## src/rtl/riscv_pkg.sv

```systemverilog
// rtl/riscv_pkg.sv - shared types for the forwarding/hazard unit: select codes and stage tags
package riscv_pkg;

  // Stage tags carry rd at this fixed width; REG_ADDR_W must not exceed it.
  localparam int RD_MAX_W = 8;

  typedef enum logic [1:0] {
    FWD_RF  = 2'b00,
    FWD_MEM = 2'b01,
    FWD_WB  = 2'b10
  } fwd_sel_t;

  typedef struct packed {
    logic                valid;
    logic [RD_MAX_W-1:0] rd;
    logic                reg_write;
    logic                mem_read;
  } stage_tag_t;

endpackage

```

## src/rtl/fwd_select.sv

```systemverilog
// rtl/fwd_select.sv - forwarding select for one source operand; the newest producer wins
module fwd_select
  import riscv_pkg::*;
(
  input  logic [RD_MAX_W-1:0] i_src,
  input  logic                i_use,
  input  stage_tag_t          i_ex_t,
  input  stage_tag_t          i_mem_t,
  output fwd_sel_t            o_sel
);

  logic w_ex_hit;
  logic w_mem_hit;
  logic w_unused;

  assign w_ex_hit  = i_use && (i_src != '0) && i_ex_t.valid && i_ex_t.reg_write
                     && (i_ex_t.rd == i_src);
  assign w_mem_hit = i_use && (i_src != '0) && i_mem_t.valid && i_mem_t.reg_write
                     && (i_mem_t.rd == i_src);
  assign w_unused  = i_ex_t.mem_read ^ i_mem_t.mem_read;

  always_comb begin
    o_sel = FWD_RF;
    if (w_ex_hit) begin
      o_sel = FWD_MEM;
    end else if (w_mem_hit) begin
      o_sel = FWD_WB;
    end
  end

endmodule

```

## src/rtl/fwd_hazard_unit.sv

```systemverilog
// rtl/fwd_hazard_unit.sv - EX/MEM/WB destination tracking, registered forwarding selects, load-use stall
// Optional statistics counters are enabled by defining FWD_STATS_EN.
module fwd_hazard_unit
  import riscv_pkg::*;
#(
  parameter int REG_ADDR_W = 5,
  parameter int CNT_W      = 32
) (
  input  logic                  clk,
  input  logic                  rst,
  input  logic                  id_valid,
  input  logic [REG_ADDR_W-1:0] id_rs1,
  input  logic [REG_ADDR_W-1:0] id_rs2,
  input  logic                  id_uses_rs1,
  input  logic                  id_uses_rs2,
  input  logic [REG_ADDR_W-1:0] id_rd,
  input  logic                  id_reg_write,
  input  logic                  id_mem_read,
  input  logic                  flush,
  output logic [1:0]            fua_cs_1,
  output logic [1:0]            fua_cs_2,
  output logic                  stall,
  output logic                  ex_bubble
`ifdef FWD_STATS_EN
  ,
  output logic [CNT_W-1:0]      stat_stalls,
  output logic [CNT_W-1:0]      stat_fwds
`endif
);

  stage_tag_t r_ex_t;
  stage_tag_t r_mem_t;
  stage_tag_t r_wb_t;
  fwd_sel_t   r_cs_1;
  fwd_sel_t   r_cs_2;
  logic       r_ex_bubble;

  fwd_sel_t   w_sel_1;
  fwd_sel_t   w_sel_2;
  logic       w_hazard;
  logic       w_issue;
  stage_tag_t w_id_t;
  logic       w_unused_wb;

  fwd_select u_sel_1 (
    .i_src   (RD_MAX_W'(id_rs1)),
    .i_use   (id_uses_rs1),
    .i_ex_t  (r_ex_t),
    .i_mem_t (r_mem_t),
    .o_sel   (w_sel_1)
  );

  fwd_select u_sel_2 (
    .i_src   (RD_MAX_W'(id_rs2)),
    .i_use   (id_uses_rs2),
    .i_ex_t  (r_ex_t),
    .i_mem_t (r_mem_t),
    .o_sel   (w_sel_2)
  );

  // A FWD_MEM select means the EX-stage producer matched; if it is a load its data is not ready yet.
  assign w_hazard = id_valid && !flush && r_ex_t.mem_read
                    && ((w_sel_1 == FWD_MEM) || (w_sel_2 == FWD_MEM));
  assign w_issue  = id_valid && !w_hazard && !flush;

  assign w_id_t.valid     = 1'b1;
  assign w_id_t.rd        = RD_MAX_W'(id_rd);
  assign w_id_t.reg_write = id_reg_write;
  assign w_id_t.mem_read  = id_mem_read;

  always_ff @(posedge clk or posedge rst) begin
    if (rst) begin
      r_ex_t      <= '0;
      r_mem_t     <= '0;
      r_wb_t      <= '0;
      r_cs_1      <= FWD_RF;
      r_cs_2      <= FWD_RF;
      r_ex_bubble <= 1'b1;
    end else begin
      r_ex_t      <= w_issue ? w_id_t : '0;
      r_mem_t     <= r_ex_t;
      r_wb_t      <= r_mem_t;
      r_cs_1      <= w_issue ? w_sel_1 : FWD_RF;
      r_cs_2      <= w_issue ? w_sel_2 : FWD_RF;
      r_ex_bubble <= !w_issue;
    end
  end

  // The WB tag is kept for pipeline visibility only; write-before-read makes it need no forward.
  assign w_unused_wb = ^r_wb_t;

  assign fua_cs_1  = r_cs_1;
  assign fua_cs_2  = r_cs_2;
  assign stall     = w_hazard;
  assign ex_bubble = r_ex_bubble;

`ifdef FWD_STATS_EN
  logic [CNT_W-1:0] r_stat_stalls;
  logic [CNT_W-1:0] r_stat_fwds;

  always_ff @(posedge clk or posedge rst) begin
    if (rst) begin
      r_stat_stalls <= '0;
      r_stat_fwds   <= '0;
    end else begin
      if (w_hazard && (r_stat_stalls != '1)) begin
        r_stat_stalls <= r_stat_stalls + 1'b1;
      end
      if (w_issue && ((w_sel_1 != FWD_RF) || (w_sel_2 != FWD_RF))
          && (r_stat_fwds != '1)) begin
        r_stat_fwds <= r_stat_fwds + 1'b1;
      end
    end
  end

  assign stat_stalls = r_stat_stalls;
  assign stat_fwds   = r_stat_fwds;
`else
  logic [CNT_W-1:0] w_unused_cnt;
  assign w_unused_cnt = '0;
`endif

endmodule

```

## config.mk

```make
export PLATFORM = sky130hd
export DESIGN_NAME = fwd_hazard_unit
export DESIGN_NICKNAME = d
export VERILOG_FILES = /design/src/rtl/riscv_pkg.sv /design/src/rtl/fwd_select.sv /design/src/rtl/fwd_hazard_unit.sv
export SDC_FILE = /design/constraint.sdc
export NUM_CORES = 1
export LEC_CHECK = 0
export CAP_MARGIN = 40
export CORE_MARGIN = 2
export CORE_UTILIZATION = 48
export DETAILED_ROUTE_END_ITERATION = 10
export MAX_ROUTING_LAYER = met4
export PLACE_DENSITY = 0.93
export REMOVE_ABC_BUFFERS = 1
export SLEW_MARGIN = 0
export SYNTH_ARGS = -nofsm -noshare
export SYNTH_HDL_FRONTEND = slang
export SYNTH_SLANG_ARGS = --single-unit
```

## constraint.sdc

```tcl
create_clock -name clk -period 3.5 [get_ports clk]
set_clock_uncertainty 0.1 [all_clocks]
set_input_delay 0.7 -clock clk [delete_from_list [all_inputs] [get_ports clk]]
set_output_delay 0.7 -clock clk [all_outputs]
set_load 0.1 [all_outputs]
```

==> impl_metrics.ini <==
[worst_setup_path]
startpoint_types = input pin
worst_ep_arrival_time_ns = 2.59
timing.critical_path.required_ns = 2.70
worstSetupEndpointType = output port
worst-setup-path-type = in2out
critical_path.max_fanout = 4

[sta]
timing_worst_slew_pin_value_ns = 0.716
fin_crit_ns = 3.39
final_hold_viol_count = 0
final.setup.tns_ns = 0
slew_violations = 0
finalSetupViolations = 0
max_slew_margin_pct = 52.2
period_share_pct = 96.8
max_freq_ghz = 0.295
unrepaired_setup_endpoints_after_global_routing = no

[detailed_routing]
drt_first_pass_iters = 2
total_number_of_vias = 705
antenna_left = 0
drt-initial-drc-count = 3
finalWirelength_um = 1860
drc = 0
route.detailed.wl_per_inst_um = 13.2
route.detailed.vias_per_inst = 5.00

[floorplanning]
num_rows = 15
die_height_um = 47.8
io_pins = 29
initial_util_pct = 52.2
fp.dieW_um = 47.8
floorplan.die_area_um2 = 2280
placeableCoreArea_um2 = 1760

[finish]
num-nets-final = 140
layout-drive-gt1-share_pct = 12.9
finalCoreUtilization_pct = 74.7
antenna_cells_inserted = 0
syn2layout_area_growth_pct = 43.1

[cts]
clock_pin_slew_of_the_registers_on_the_worst_case_setup_and_hold_paths_ns = 0.11
post-cts-setup-buffers = 0
tritoncts = done
tritoncts.num_buffers = 3
worstSkewPairLatency_ns = 0.29
cts_buffer_depth = 2
cts_htree_levels = 1
root_buffer = sky130_fd_sc_hd__clkbuf_4
clkSinkCount = 20
cts_hold_buffers = 0

[global_route]
pin_count_of_the_biggest_net_entering_global_routing = 21
grt_most_used_layer = met2
grt_pass1_vias = 727
grt_use_total_pct = 19.9
grt-ovfl-total = 0
grt_antenna_before_repair = 0
gr_util_met2_pct = 32.8
grt_util_met1_pct = 23.4
global_route_wire_length_before_repair_um = 2920
met3_track_utilization_from_global_routing_pct = 4.53

[power_and_ir_drop]
irDropWorstVdd_mv = 0.191
cellLeakagePower_nw = 0.567
power_per_cell_area_nw_per_um2 = 321

[yosys]
synth_area_per_cell_um2 = 11.4
post_synth_num_cell_types = 22
synth_seq_area_share_pct = 54.5
number_of_storage_elements_in_the_synthesis_netlist = 20
synthesis.area_um2 = 921
ys_warn_count = 0
synth_cells = 81

[place]
io_buffers = 28
finalWeightedCongestion = 0.870
hpwlAfterDp_um = 1540

[worst_hold_path]
hold_wc_path_type = reg2reg

[job]
max_capacitance_violation_count = 0

[status]
run_status = finished, final reports clean
## cells by family (layout without fill, tap and decap cells)
kind of cell | Yosys count | in the layout | synth area share (%)
AO/OA/AOI/OAI | 5 | 5 | 4.62
XOR/XNOR | 20 | 20 | 19.0
buffers and inverters | 3 | 38 | 2.85
flip-flops | 20 | 20 | 54.5
AND/OR/NAND/NOR | 33 | 33 | 19.0
## critical path, stage by stage
cell and delay (ns):
sky130_fd_sc_hd__clkdlybuf4s50_1 0.57, sky130_fd_sc_hd__xnor2_1 0.15, sky130_fd_sc_hd__nand4_1 0.12, sky130_fd_sc_hd__nor4_1 0.48
sky130_fd_sc_hd__o21a_1 0.21, sky130_fd_sc_hd__and2_1 0.18, sky130_fd_sc_hd__buf_12 0.18
## synth_stat cells
library cell	instances	area [µm²]
sky130_fd_sc_hd__nand2b_1	1	6.26
sky130_fd_sc_hd__nand4_1	3	18.8
sky130_fd_sc_hd__nand3_1	1	5.00
sky130_fd_sc_hd__nor2b_2	1	8.76
sky130_fd_sc_hd__nor4_1	3	18.8
sky130_fd_sc_hd__buf_6	2	22.5
sky130_fd_sc_hd__nor3b_1	2	15.0
sky130_fd_sc_hd__xnor2_1	12	105
sky130_fd_sc_hd__nor2_1	8	30.0
sky130_fd_sc_hd__o21a_1	1	7.51
sky130_fd_sc_hd__inv_1	1	3.75
sky130_fd_sc_hd__dfstp_2	1	26.3
sky130_fd_sc_hd__or2b_1	1	7.51
sky130_fd_sc_hd__o21ai_2	2	17.5
sky130_fd_sc_hd__a211oi_1	1	7.51
sky130_fd_sc_hd__and2_1	1	6.26
sky130_fd_sc_hd__dfrtp_1	19	475
sky130_fd_sc_hd__a2111oi_1	1	10.0
sky130_fd_sc_hd__and3_1	1	6.26
sky130_fd_sc_hd__or4_1	3	22.5
sky130_fd_sc_hd__xor2_1	8	70.1
sky130_fd_sc_hd__nand2_1	8	30.0
## sequential cells by signal (all words and copies together) (netlist names)
name and flops:
r_ex_t 8, ex_bubble 1, fua_cs_2 2, r_mem_t 7, fua_cs_1 2
## stage by stage
stage	worst slack, ns	hold slack, ns	cell area, µm²	instances	power [W]
2_1_floorplan	0.232	0.254	898	79	0.000279
3_3_place_gp	0.115	0.257	1220	133	0.000315
3_5_place_dp	0.0765	0.260	1280	137	0.000317
4_1_cts	0.0648	0.284	1310	141	0.000427
5_1_grt	0.0389	0.303	1320	141	0.000446
6_report	0.111	0.287	1320	141	0.000423
## power by group
part           switching [W]  internal, W  leakage [nW]  total [W]
sequential        0.00000620     0.000239         0.267   0.000245
clock              0.0000665    0.0000444        0.0150   0.000111
combinational      0.0000298    0.0000372         0.285  0.0000671
total               0.000103     0.000320         0.567   0.000423
## routing by layer
layer / share of wire [%] / up-vias
met4: 1.1 / 0
met2: 53 / 21
met1: 42 / 336
met5: 0 / -
met3: 3.7 / 4
li1: - / 344
## placed cells by master (no fill, tap or decap)
cell type and count:
sky130_fd_sc_hd__nand2b_1 1, sky130_fd_sc_hd__nand4_1 3, sky130_fd_sc_hd__and2_1 1, sky130_fd_sc_hd__inv_1 1
sky130_fd_sc_hd__nor4_2 1, sky130_fd_sc_hd__a211oi_1 1, sky130_fd_sc_hd__and3_1 1, sky130_fd_sc_hd__buf_8 4
sky130_fd_sc_hd__buf_4 2, sky130_fd_sc_hd__nor4_1 2, sky130_fd_sc_hd__xnor2_1 12, sky130_fd_sc_hd__dfstp_2 1
sky130_fd_sc_hd__or4_1 3, sky130_fd_sc_hd__dfrtp_1 19, sky130_fd_sc_hd__or2b_1 1, sky130_fd_sc_hd__xor2_1 8
sky130_fd_sc_hd__buf_12 1, sky130_fd_sc_hd__nor2_1 8, sky130_fd_sc_hd__nand2_1 8, sky130_fd_sc_hd__clkbuf_4 3
sky130_fd_sc_hd__nand3_1 1, sky130_fd_sc_hd__clkdlybuf4s50_1 26, sky130_fd_sc_hd__clkbuf_1 1, sky130_fd_sc_hd__o21ai_2 2
sky130_fd_sc_hd__nor2b_2 1, sky130_fd_sc_hd__nor3b_1 2, sky130_fd_sc_hd__a2111oi_1 1, sky130_fd_sc_hd__o21a_1 1
## worst paths after layout
check	start	endpoint	slack [ns]	cells after the start
setup / recovery	id_rs2[0]	stall	0.11	7
hold / removal	r_ex_t[1]	r_mem_t[1]	0.29	0
setup reg to reg	r_ex_t[6]	ex_bubble	1.65	6
hold reg to reg	r_ex_t[1]	r_mem_t[1]	0.29	0
max in group asynchronous	rst	r_ex_t[6]	2.13	2
min in group asynchronous	rst	fua_cs_1[0]	0.72	2
## cell type report
cell class	count	area [µm²]
Clock buffer	4	26.3
Fill cell	133	447
Inverter	1	3.75
Multi-Input combinational cell	58	399
Sequential cell	20	502
Tap cell	25	31.3
Timing Repair Buffer	33	355
## what timing repair did
action,CTS,global route
endpoints found under the hold margin,0,0
gates resized for setup,0,1
endpoints found under the setup margin,0,1
(Power assumes the default switching activity.)
